--- src/rtl/writeback_stage.sv ---
// Writeback stage: buffers execution results in a 2-entry FIFO and presents the
// head entry to the register file, updating carry feedback and zero flags on retire.
module writeback_stage #(
    parameter int BITS_ARRAY = 64,
    parameter int BITS_DATA  = 8,
    parameter int BITS_ADDR  = 4
) (
    input  logic                  clk,
    input  logic                  reset,
    input  logic                  inValid,
    output logic                  inReady,
    input  logic [BITS_ARRAY-1:0] executionResult,
    input  logic [BITS_DATA-1:0]  carryTotal,
    input  logic [BITS_ADDR-1:0]  destAddr,
    input  logic                  writeReg,
    input  logic                  updateCarry,
    input  logic                  carryClear,
    output logic                  regWriteEnable,
    output logic [BITS_ADDR-1:0]  regWriteAddr,
    output logic [BITS_ARRAY-1:0] regWriteData,
    input  logic                  regWriteReady,
    output logic [BITS_DATA-1:0]  auxCarry,
    output logic [BITS_DATA-1:0]  zeroFlags,
    output logic                  busy
);

    localparam int LANES = BITS_DATA;

    typedef struct packed {
        logic [BITS_ARRAY-1:0] result;
        logic [BITS_DATA-1:0]  carry;
        logic [BITS_ADDR-1:0]  addr;
        logic                  write_reg;
        logic                  update_carry;
    } entry_t;

    entry_t         mem [2];
    logic           wr_ptr;
    logic           rd_ptr;
    logic [1:0]     count;
    entry_t         head;
    logic           push;
    logic           pop;
    logic [LANES-1:0] carry_rev;
    logic [LANES-1:0] lane_zero;

    // Handshake: a transfer happens on a rising edge where valid and ready are
    // both high; ready never depends on the opposite side's ready in the same cycle.
    assign head    = mem[rd_ptr];
    assign inReady = (count < 2'd2);
    assign push    = inValid && inReady;
    assign pop     = (count != 2'd0) && (regWriteReady || !head.write_reg);

    assign regWriteEnable = (count != 2'd0) && head.write_reg;
    assign regWriteAddr   = head.addr;
    assign regWriteData   = head.result;
    assign busy           = (count != 2'd0);

    // Carries come back to execution bit-reversed: lane i lands on bit LANES-1-i.
    always_comb begin
        carry_rev = '0;
        lane_zero = '0;
        for (int i = 0; i < LANES; i++) begin
            carry_rev[LANES-1-i] = head.carry[i];
            lane_zero[i]         = (head.result[i*BITS_DATA +: BITS_DATA] == '0);
        end
    end

    always_ff @(posedge clk or posedge reset) begin
        if (reset) begin
            mem[0] <= '0;
            mem[1] <= '0;
            wr_ptr <= 1'b0;
            rd_ptr <= 1'b0;
            count  <= 2'd0;
        end else begin
            if (push) begin
                mem[wr_ptr] <= '{result:       executionResult,
                                 carry:        carryTotal,
                                 addr:         destAddr,
                                 write_reg:    writeReg,
                                 update_carry: updateCarry};
                wr_ptr <= ~wr_ptr;
            end
            if (pop) begin
                rd_ptr <= ~rd_ptr;
            end
            if (push && !pop) begin
                count <= count + 2'd1;
            end else if (pop && !push) begin
                count <= count - 2'd1;
            end
        end
    end

    // A clear wins over a carry update retiring on the same edge.
    always_ff @(posedge clk or posedge reset) begin
        if (reset) begin
            auxCarry  <= '0;
            zeroFlags <= '0;
        end else begin
            if (carryClear) begin
                auxCarry <= '0;
            end else if (pop && head.update_carry) begin
                auxCarry <= carry_rev;
            end
            if (pop) begin
                zeroFlags <= lane_zero;
            end
        end
    end

endmodule

--- config.mk ---
export PLATFORM = sky130hd
export DESIGN_NAME = writeback_stage
export DESIGN_NICKNAME = d
export VERILOG_FILES = /design/src/rtl/writeback_stage.sv
export SDC_FILE = /design/constraint.sdc
export NUM_CORES = 1
export LEC_CHECK = 0
export ABC_AREA = 0
export CORE_UTILIZATION = 45
export DETAILED_ROUTE_END_ITERATION = 10
export PLACE_DENSITY = 0.73
export SLEW_MARGIN = 20
export SYNTH_ARGS = -nofsm -noshare
export SYNTH_HDL_FRONTEND = slang
export SYNTH_SLANG_ARGS = --single-unit
export TNS_END_PERCENT = 1
--- constraint.sdc ---
create_clock -name clk -period 8.9 [get_ports clk]
set_clock_uncertainty 0.2 [all_clocks]
set_input_delay 1.78 -clock clk [delete_from_list [all_inputs] [get_ports clk]]
set_output_delay 1.78 -clock clk [all_outputs]
set_load 0.02 [all_outputs]
==> flow_summary.toml, run 1 <==
[run_status]
status = "finished, final reports clean"

[layout]
drive_gt1_share_pct = 37.5
fin_nets = 784
num-fill-cells = 1360
n_antenna_cell = 0
area_growth_pct = 30.1

[power]
power_frac_seq_pct = 35.0
netSwitchingPower_mw = 1.54
switching_share_pct = 35.4
pwr-share-clk_pct = 16.7
ir_worst_vdd_mv = 0.224
combinationalPowerShare_pct = 48.3
p_per_area_nw_per_um2 = 419
cellInternalPower_mw = 2.80
total_leakage_power_nw = 4.23

[synthesis]
syn_inst = 539
synth_area_leaders = "dfrtp_1 (55%), mux2_2 (29%), mux2_4 (3.8%), or4_1 (1.2%), nor4_1 (1.2%)"
synth_nets = 623
ys_seq_area_share_pct = 55.3
yosysTopAreaCell = "dfrtp_1"
yosysWarnings = 0
ys_ff_latch = 176
ys_types = 35
syn_avg_cell_area_um2 = 14.8
yosys.area.top_type_share_pct = 55.3
syn-cell-area_um2 = 7960

[route]
drcViolationCount = 0
vias_per_cell = 5.34
via_count = 5006
drt_pre_antenna_iters = 4
initialDrtViolationCount = 216
wirelength_mm = 17.2
wire_per_inst_um = 18.3
antenna_left = 0

[sta]
setup_tns_ns = 0
finalCritPeriodShare_pct = 55.8
rsz0062_at_grt = "no"
tightest_slew_ns = 1.04
slew_viol_final = 0
finalSetupViolCount = 0
holdWs_ns = 0.288
fmax_mhz = 201
timing.final.hold_violations = 0
slew_headroom_pct = 30.8
finalCriticalPeriod_ns = 4.97

[global_routing]
gr-total-overflow = 0
antenna_found_initial = 0
grtUsageTotal_pct = 20.0
grt_pass1_wl_mm = 28.0
grt_max_degree = 102
grt_pass1_vias = 5275

[clock_tree]
postCtsHoldBufs = 0
cts_resized = 0
clockBufferDepth = 2
cts_tree = "built"
clkTransAtPathRegs_ns = 0.06
clk_latency_ns = 0.42
cts.sink_count = 176
cts_root_buffer = "clkbuf_16"
cts_max_level = 4
cts_made_buffers = 17
post_cts_buffers = 0

[setup_path]
crit_start = "rd_ptr"
end_kind = "output port"
cp.required_ns = 6.92
r2r_start = "rd_ptr"
cp-start-kind = "flip-flop"
crit_type = "flip-flop to output port"
worstPathArrival_ns = 2.99
crit_fanout = 64

[placed_design]
hpwl_mm = 11.3
gp_congestion = 0.801
port_buffers = 169

[floorplanning]
io_pins = 170
core_area_um2 = 17300
die_x_um = 135
start_util_pct = 46.0
rows = 48
die-area_um2 = 18200
die-height_um = 135

[run]
maxCapViolCount = 0

[min_path]
worstHoldPathType = "flip-flop to flip-flop"
hp-start = "zeroFlags[2]"
## area by class of cell
class	count	area [µm²]	area share, %
sequential	176	4410	42.6
multi-input combinational	329	3340	32.2
timing repair buffer	173	1730	16.7
clock buffer	18	439	4.24
tap	225	282	2.72
clock inverter	13	138	1.33
inverter	3	16.3	0.157
## Yosys cell counts
| cell | n |
|---|---|
| buf_4 | 6 |
| a22oi_1 | 1 |
| buf_6 | 6 |
| mux2i_1 | 8 |
| a211oi_1 | 8 |
| dfrtp_1 | 176 |
| o22ai_2 | 1 |
| o22ai_1 | 1 |
| nor4_1 | 15 |
| a31oi_1 | 6 |
| o21ai_1 | 1 |
| ha_1 | 1 |
| nor2_1 | 12 |
| xnor2_1 | 3 |
| or4b_1 | 1 |
| o211ai_1 | 1 |
| mux2i_4 | 1 |
| nor2b_4 | 1 |
| xor2_1 | 2 |
| inv_1 | 3 |
| buf_2 | 12 |
| o41ai_1 | 2 |
| o21ai_0 | 7 |
| nand2_1 | 9 |
| mux2_2 | 204 |
| o221a_4 | 1 |
| o31ai_1 | 1 |
| mux2_1 | 1 |
| mux2_4 | 20 |
| nor2b_2 | 1 |
| buf_1 | 1 |
| buf_8 | 2 |
| clkbuf_1 | 4 |
| or4_1 | 13 |
| nor3_1 | 7 |
## cell families (layout without fill, tap and decap cells)
group | Yosys count | in the layout | share of synthesized area, %
compound gates | 30 | 30 | 2.72
xor+xnor | 5 | 5 | 0.550
fa+ha+maj | 1 | 1 | 0.157
buf+inv | 34 | 207 | 2.92
flops | 176 | 176 | 55.3
mux | 234 | 234 | 34.1
simple gates | 59 | 59 | 4.24
## metal layers
layer  share of wire [%]  track usage [%]  vias to the layer above
met3                 6.4             5.82                       16
met1                  47             27.1                     2538
met2                  46             31.0                      130
met4                 1.3             6.43                        0
li1                    -                -                     2322
met5                   0                0                        -
## power by group through the flow
stage | combinational (mW) | sequential [mW] | clock, mW
4_1_cts | 2.12 | 1.52 | 0.741
2_1_floorplan | 1.41 | 1.43 | 0
5_1_grt | 2.23 | 1.58 | 0.778
3_5_place_dp | 2.10 | 1.53 | 0
6_report | 2.10 | 1.52 | 0.725
3_3_place_gp | 2.07 | 1.50 | 0
## worst paths after layout
check / endpoint / cells after the start / slack [ns]
min: zeroFlags[2] / 2 / 0.29
min reg2reg: zeroFlags[2] / 2 / 0.29
max in group asynchronous: rd_ptr / 3 / 5.15
max reg2reg: count[1] / 6 / 5.43
min in group asynchronous: mem[5] / 2 / 1.74
max: regWriteData[60] / 3 / 3.93
## worst max-delay path, stage by stage (launching register included)
cell and delay, ns:
dfrtp_4 0.74, buf_4 0.76, mux2_2 0.42, clkdlybuf4s50_1 0.58
## flip-flops by register name, indices dropped and copies added (netlist names)
register and flops:
mem 156, rd_ptr 1, auxCarry 8, zeroFlags 8, wr_ptr 1, count 2
## cell usage in the layout (no fill, tap or decap), types with 3 or more instances in the layout
| cell type | count |
|---|---|
| nand2_1 | 8 |
| mux2i_1 | 8 |
| a211oi_1 | 8 |
| clkinv_2 | 4 |
| xnor2_1 | 3 |
| clkdlybuf4s50_1 | 169 |
| inv_6 | 3 |
| nor2_1 | 12 |
| clkinvlp_4 | 3 |
| mux2_4 | 20 |
| nor4_1 | 15 |
| or4_1 | 13 |
| clkbuf_16 | 17 |
| mux2_2 | 204 |
| dfrtp_1 | 175 |
| a31oi_1 | 6 |
| o21ai_0 | 7 |
| nor3_1 | 7 |
| buf_4 | 3 |
## stage by stage
step	setup WS [ns]	instance area (µm²)	cells	utilization [%]	total power [mW]
floorplan	2.15	7960	539	-	2.84
global placement	3.95	9750	905	56.4	3.57
detailed placement	3.90	9750	905	56.4	3.63
CTS	3.95	10300	936	59.7	4.38
global route	3.82	10400	937	59.9	4.59
finish	3.93	10400	937	59.9	4.34
No activity file was read; power rests on OpenSTA's default activity.
==> run 2: changes to the inputs <==
PLACE_DENSITY = 0.76   (was 0.73)
clock period = 4.3 ns   (was 8.9 ns; I/O delays follow)
==> flow_summary.toml, run 2 (synthesized netlist as in run 1, its figures left out) <==
[floorplanning]
io_pins = 170
die-area_um2 = 18200
rows = 48
start_util_pct = 46.0
core_area_um2 = 17300
die-height_um = 135
die_x_um = 135

[clock_tree]
cts_root_buffer = "clkbuf_16"
cts.sink_count = 176
cts_tree = "built"
clk_latency_ns = 0.42
cts_made_buffers = 17
post_cts_buffers = 0
clkTransAtPathRegs_ns = 0.06
cts_max_level = 4
cts_resized = 0
postCtsHoldBufs = 0
clockBufferDepth = 2

[global_routing]
gr-total-overflow = 0
grt_max_degree = 74
grt_pass1_vias = 5511
grtUsageTotal_pct = 20.3
antenna_found_initial = 0
grt_pass1_wl_mm = 28.6

[sta]
setup_tns_ns = 0
holdWs_ns = 0.289
slew_viol_final = 0
finalCritPeriodShare_pct = 85.1
timing.final.hold_violations = 0
tightest_slew_ns = 0.711
slew_headroom_pct = 52.6
finalSetupViolCount = 0
finalCriticalPeriod_ns = 3.66
setup_ws_ns = 0.640
fmax_mhz = 273
rsz0062_at_grt = "no"

[min_path]
holdPathEnd = "zeroFlags[7]"
hp-start = "zeroFlags[7]"
worstHoldPathType = "flip-flop to flip-flop"
holdPathStages = 2

[layout]
largestRegisters = "mem: 156 flops, auxCarry: 8 flops, zeroFlags: 8 flops"
regMostFlops = "mem"
num-fill-cells = 1340
seq_area_um2 = 4410
largest_reg_flops = 156
fin_nets = 791
drive_gt1_share_pct = 38.1
n_antenna_cell = 0
multiInputGateArea_um2 = 3330
area_growth_pct = 31.9
mostFrequentLayoutCells = "mux2_2 (204), dfrtp_1 (175), clkdlybuf4s50_1 (169)"
layout_commonest_cell = "mux2_2"

[placed_design]
dp_slack_ns = 1.08
port_buffers = 169
gp_congestion = 0.834
hpwl_mm = 12.1

[power]
p_per_area_nw_per_um2 = 874
ir_worst_vdd_mv = 0.549
total_leakage_power_nw = 4.30

[setup_path]
r2r_end = "count[1]"
reg2regPathDepth = 6
r2r_start = "rd_ptr"
cp-start-kind = "flip-flop"
crit_fanout = 52
cpMaxStageDelayCell = "dfrtp_4"
cp.required_ns = 3.24
rrSetupSlack_ns = 1.76
slowest_delay_ns = 0.90
end_kind = "output port"
crit_type = "flip-flop to output port"
crit_chain = "buf_4 -> mux2_2 -> clkdlybuf4s50_1"
worstPathArrival_ns = 2.60

[route]
antenna_left = 0
wire_per_inst_um = 18.5
vias_per_cell = 5.29
via_count = 4996
initialDrtViolationCount = 236
drt_pre_antenna_iters = 4
drcViolationCount = 0
wirelength_mm = 17.5

[run]
maxCapViolCount = 0

[run_status]
status = "finished, final reports clean"
## run 2: cell types whose count changed in the layout (fill, tap and decap cells not counted), moves of 2 or more
cell,previous run,this run
clkbuf_8,1,3
clkinv_2,4,1
buf_4,3,6
buf_12,1,5
## run 2: area by class of cell
cell class	count	area share [%]
Clock buffer	21	4.48
Clock inverter	11	1.45
Inverter	3	0.143
Multi-Input combinational cell	329	31.7
Sequential cell	176	42.0
Tap cell	225	2.68
Timing Repair Buffer	180	17.5
## run 2: per-layer routing
layer	up-vias	share of wire (%)	track usage [%]
met2	118	49	33.2
met5	-	0	0
met1	2533	44	25.6
met3	14	6.8	7.02
met4	0	1.0	5.74
li1	2331	-	-
## run 2: power by group
part / total (mW) / leakage [nW] / switching, mW / internal, mW
clock: 1.61 / 0.296 / 0.646 / 0.966
sequential: 3.20 / 2.11 / 0.706 / 2.49
combinational: 4.36 / 1.89 / 1.88 / 2.48
## run 2: per-stage QoR
| stage | instance area [µm²] | utilization, % | total power [mW] | cells |
|---|---|---|---|---|
| after global placement | 9870 | 57.1 | 7.44 | 913 |
| after detailed placement | 9870 | 57.1 | 7.59 | 913 |
| after floorplan | 7960 | - | 5.88 | 539 |
| after CTS | 10500 | 60.7 | 9.24 | 945 |
| final | 10500 | 60.7 | 9.17 | 945 |
| after global routing | 10500 | 60.7 | 9.68 | 945 |
## run 2: worst max path at each step
stage | slack, ns | from | end
2_1_floorplan | 0.99 | reset | auxCarry[0]
3_3_place_gp | 1.10 | rd_ptr | regWriteData[6]
3_5_place_dp | 1.08 | inValid | mem[116]
4_1_cts | 0.62 | rd_ptr | regWriteAddr[2]
5_1_grt | 0.53 | rd_ptr | regWriteData[57]
6_report | 0.64 | rd_ptr | regWriteData[26]
## run 2: critical path: cells and delay by family, from the launching register on
| family | cells | cell delay, ns |
|---|---|---|
| buf+inv | 2 | 0.89 |
| flops | 1 | 0.90 |
| mux | 1 | 0.37 |
==> patch 1, RTL diff (flow settings as in run 2) <==
Reset style: synchronous (`reset`), changed in 2 clocked blocks.
--- a/src/rtl/writeback_stage.sv
+++ b/src/rtl/writeback_stage.sv
@@ -68,3 +68,3 @@
 
-    always_ff @(posedge clk or posedge reset) begin
+    always_ff @(posedge clk) begin
         if (reset) begin
@@ -96,3 +96,3 @@
     // A clear wins over a carry update retiring on the same edge.
-    always_ff @(posedge clk or posedge reset) begin
+    always_ff @(posedge clk) begin
         if (reset) begin
Formal check against the unedited RTL: differs if reset is asserted again (counterexample within 4 cycles, from zero or initial values and one cycle with reset high); with reset held inactive, the same outputs for 4 cycles.
==> patch 1 against run 2 <==
- the run now ends with design-rule violations left
- final cell count is 0.42% higher
- wire length is 4.4% lower
- first-iteration DRC count is 3.0% lower
- fmax is 3.1% higher
- sequential cell count is 1 higher
- via count is 3.5% lower
- synthesized area is 4.9% higher
- design area is 1.1% lower
- register-to-register slack worse by 20 ps
- setup slack better by 110 ps
- core utilization is 3.3 points lower
- critical path type unchanged
- critical endpoint is now regWriteData[7]
- highest routed layer unchanged
Power is not compared: it rests on default switching activity, and its combinational part moved more than twofold at a synthesized area within 25%.
==> patch 1: results (changes against run 2) <==
[routing] via count 4822 [was 4996]
[synthesis] mean instance size in the synthesized netlist 13.73 um2 [was 14.77 um2]
[sta] Max-slew headroom 53.49% [was 52.62%]
[min_path] Hold Path Sink auxCarry[0] [was zeroFlags[7]]
[place] final RePlAce weighted congestion 0.8112 [was 0.8336]
[status] outcome complete, but fails checks [was complete, no violations]
[worst_setup_path] biggest cell delay along the critical path 670 ps [was 900 ps]
[status] violated checks design-rule violations
[routing] DRC marker count from the first detailed-route iteration 229 [was 236]
[cells_and_area] share of post-route cells with drive strength above 1 16.94% [was 38.06%]
[place] final HPWL from detailed placement 11350 um [was 12060 um]
[place] count of placed standard cells including taps 917 [was 913]
[synthesis] Distinct cells, synth 36 [was 35]
[grt] number of global-route vias before repair 4860 [was 5511]
[worst_setup_path] worst setup slack for register-to-register paths 1740 ps [was 1760 ps]
[worst_setup_path] arrival time reported for the critical path endpoint 2490 ps [was 2600 ps]
[grt] Tot GR Track Use 18.28% [was 20.34%]
[worst_setup_path] critical path peak fanout 34 [was 52]
[synthesis] share of synthesized area occupied by flip-flops and latches 61.17% [was 55.34%]
[routing] routed len/inst 17.62 um [was 18.51 um]
[synthesis] Async S/R FF share, synth 0% [was 100.0%]
[synthesis] biggest area contributors in the synthesized netlist sky130_fd_sc_hd__edfxtp_1 56%, sky130_fd_sc_hd__and2_1 12%, sky130_fd_sc_hd__mux2_2 7.8%, sky130_fd_sc_hd__buf_4 6.3%, sky130_fd_sc_hd__dfxtp_1 5.0% [was sky130_fd_sc_hd__dfrtp_1 55%, sky130_fd_sc_hd__mux2_2 29%, sky130_fd_sc_hd__mux2_4 3.8%, sky130_fd_sc_hd__or4_1 1.2%, sky130_fd_sc_hd__nor4_1 1.2%]
[synthesis] syn_nets 692 [was 623]
[routing] number of remaining DRC errors 26 [was 0]
[place] cell area after placement 0.009762 mm2 [was 0.009871 mm2]
[synthesis] EDFF count, synth 156 [was 0]
[routing] TritonRoute pass-1 iters 8 [was 4]
[synthesis] top cells by count, synth 156 x sky130_fd_sc_hd__and2_1, 156 x sky130_fd_sc_hd__edfxtp_1, 70 x sky130_fd_sc_hd__buf_4 [was 204 x sky130_fd_sc_hd__mux2_2, 176 x sky130_fd_sc_hd__dfrtp_1, 20 x sky130_fd_sc_hd__mux2_4]
[place] worst slack after detailed placement 1085 ps [was 1081 ps]
[worst_setup_path] length in cells of the worst reg-to-reg path 5 [was 6]
-- patch 1: per-layer routing --
layer	routed length, um	vias to the layer above	GRT usage (%)	share of wire [%]
met5	0	-	0	0
li1	-	2299	-	-
met1	7269	2339	23.44	43
met4	324	0	6.978	1.9
met2	7904	156	29.59	47
met3	1220	28	5.092	7.3
-- patch 1: layout make-up --
class	count	area [um2]
fill	1379	7709
sequential	177	5109
multi-input combinational	329	2564
timing repair buffer	179	1792
clock buffer	22	454.2
tap	229	286.5
clock inverter	10	161.4
inverter	3	11.26
-- patch 1: worst max path at each step --
stage	slack, ps	end	startpoint	cells past startpoint
floorplan	630	mem[0][0]	inValid	2
global placement	1140	mem[1][72]	reset	5
detailed placement	1090	mem[1][71]	reset	5
CTS	730	regWriteData[7]	flop	3
global route	680	regWriteData[7]	flop	3
finish	750	regWriteData[7]	flop	3
-- patch 1: where the power goes --
group / total (mW) / internal [mW] / leakage, nW / switching [mW]
clock network: 1.61 / 0.986 / 0.292 / 0.623
registers: 2.32 / 2.17 / 1.82 / 0.156
logic: 1.95 / 0.959 / 1.71 / 0.993
-- patch 1: cells by family after synthesis --
group | after synthesis | share of synthesized area, %
compound gates | 29 | 2.579
xor+xnor | 4 | 0.4197
fa+ha+maj | 1 | 0.1499
buf+inv | 102 | 8.351
flops | 177 | 61.17
mux | 78 | 10.84
simple gates | 217 | 16.49
-- patch 1: worst max-delay path: cells and delay by family, from the launching register on --
family / cells / cell delay [ps]
muxes: 1 / 420
buffers and inverters: 2 / 940
DFF: 1 / 670
==> patch 2, RTL diff (config.mk and constraints of run 2) <==
Without the edit above. Change the parameter `BITS_ADDR` from 4 to 3.
--- a/src/rtl/writeback_stage.sv
+++ b/src/rtl/writeback_stage.sv
@@ -5,3 +5,3 @@
     parameter int BITS_DATA  = 8,
-    parameter int BITS_ADDR  = 4
+    parameter int BITS_ADDR  = 3
 ) (
Ports: changed (resized destAddr and regWriteAddr); port bits go from 170 to 168. The function was not compared with the original's and may differ.
==> patch 2 against run 2 <==
- synthesized cell count fell by 0.93%
- final cell count fell by 0.95%
- setup slack got worse by 58 ps
- synthesized area fell by 0.47%
- critical path depth did not move
- design area fell by 1.2%
- power fell by 1.3%
- first-iteration DRC count fell by 2.5%
- worst hold slack improved by 15 ps
- combinational power fell by 1%
- critical endpoint is now regWriteData[11]
- sequential cell count fell by 2
- wire length barely moved
==> patch 2: results (changes against run 2) <==
[cells_and_area] Fillers 1304 [was 1340]
[synthesis] syn_nets 617 [was 623]
[routing] DRC marker count from the first detailed-route iteration 230 [was 236]
[power_and_ir_drop] worst vdd rail ir drop 0.5491 mV [was 0.5488 mV]
[worst_setup_path] biggest cell delay along the critical path 850 ps [was 900 ps]
[worst_setup_path] worst setup slack for register-to-register paths 1870 ps [was 1760 ps]
[grt] met1 track demand over resource 24.60% [was 25.63%]
[synthesis] Distinct cells, synth 33 [was 35]
[grt] met2 usage 34.51% [was 33.19%]
[place] count of input and output buffers 167 [was 169]
[grt] number of global-route vias before repair 5451 [was 5511]
[place] final RePlAce weighted congestion 0.8128 [was 0.8336]
[synthesis] mean instance size in the synthesized netlist 14.83 um2 [was 14.77 um2]
[worst_setup_path] terminus of the critical flop-to-flop path mem[96] [was count[1]]
[worst_setup_path] length in cells of the worst reg-to-reg path 4 [was 6]
[status] outcome complete, no violations [unchanged]
[cells_and_area] Top Registers mem x154, auxCarry x8, zeroFlags x8 [was mem x156, auxCarry x8, zeroFlags x8]
[worst_setup_path] arrival time reported for the critical path endpoint 2660 ps [was 2600 ps]
[grt] global-route wire length before repair 28370 um [was 28570 um]
[grt] Tot GR Track Use 20.46% [was 20.34%]
[cells_and_area] share of post-route cells with drive strength above 1 37.83% [was 38.06%]
[routing] routed via count divided by cell count 5.341 [was 5.287]
[grt] met3 Use GR 7.282% [was 7.020%]
[synthesis] biggest area contributors in the synthesized netlist sky130_fd_sc_hd__dfrtp_1 55%, sky130_fd_sc_hd__mux2_2 27%, sky130_fd_sc_hd__mux2_4 5.7%, sky130_fd_sc_hd__or4_1 1.2%, sky130_fd_sc_hd__nor4_1 1.2% [was sky130_fd_sc_hd__dfrtp_1 55%, sky130_fd_sc_hd__mux2_2 29%, sky130_fd_sc_hd__mux2_4 3.8%, sky130_fd_sc_hd__or4_1 1.2%, sky130_fd_sc_hd__nor4_1 1.2%]
[worst_setup_path] critical path peak fanout 45 [was 52]
[grt] largest net degree at the start of global routing 78 [was 74]
[sta] worst-case hold slack 303.8 ps [was 289.0 ps]
[min_path] Hold Path Sink zeroFlags[6] [was zeroFlags[7]]
[routing] via count 4999 [was 4996]
[routing] Met2 Wirelength 8694 um [was 8496 um]
[synthesis] top cells by count, synth 192 x sky130_fd_sc_hd__mux2_2, 174 x sky130_fd_sc_hd__dfrtp_1, 30 x sky130_fd_sc_hd__mux2_4 [was 204 x sky130_fd_sc_hd__mux2_2, 176 x sky130_fd_sc_hd__dfrtp_1, 20 x sky130_fd_sc_hd__mux2_4]
[min_path] launch instance of the worst min-delay path zeroFlags[6] [was zeroFlags[7]]
-- patch 2: cell count changes in the layout (fill, tap and decap cells not counted), sizes merged --
cell	before	now
mux2	225	222
clkinvlp	4	2
clkdlybuf4s50	169	167
buf	11	10
inv	4	2
dfrtp	176	174
clkinv	3	6
-- patch 2: final cells by class --
| class | instances | share of cell area [%] |
|---|---|---|
| Clock buffer | 21 | 4.441 |
| Clock inverter | 10 | 1.340 |
| Inverter | 3 | 0.1448 |
| Multi-Input combinational cell | 326 | 32.24 |
| Sequential cell | 174 | 42.03 |
| Tap cell | 225 | 2.715 |
| Timing Repair Buffer | 177 | 17.09 |
-- patch 2: where the power goes --
part | leakage [nW] | switching, mW | total (mW) | internal (mW)
registers | 2.08 | 0.702 | 3.17 | 2.46
clock network | 0.293 | 0.632 | 1.57 | 0.941
logic | 1.88 | 1.84 | 4.31 | 2.47
-- patch 2: logic make-up (layout without fill, tap and decap cells) --
family	after synthesis	in the layout	share of synthesized area, %
mux	231	231	34.28
compound gates	30	30	2.733
buf+inv	34	211	3.048
fa+ha+maj	1	1	0.1579
simple gates	59	59	4.265
xor+xnor	5	5	0.5529
flops	174	174	54.97
-- patch 2: worst max-delay path by stage --
stage	from	to	slack [ps]	depth (start not counted)
global route	rd_ptr	regWriteData[11]	440	3
CTS	rd_ptr	regWriteData[11]	500	3
finish	rd_ptr	regWriteData[11]	580	3
global placement	rd_ptr	regWriteData[13]	1050	3
detailed placement	rd_ptr	regWriteData[15]	1010	3
floorplan	reset	auxCarry[0]	1020	1
-- patch 2: critical path, delay by kind of cell (launching register included) --
kind	cells	cell delay (ps)
buf+inv	2	980
flops	1	850
mux	1	390
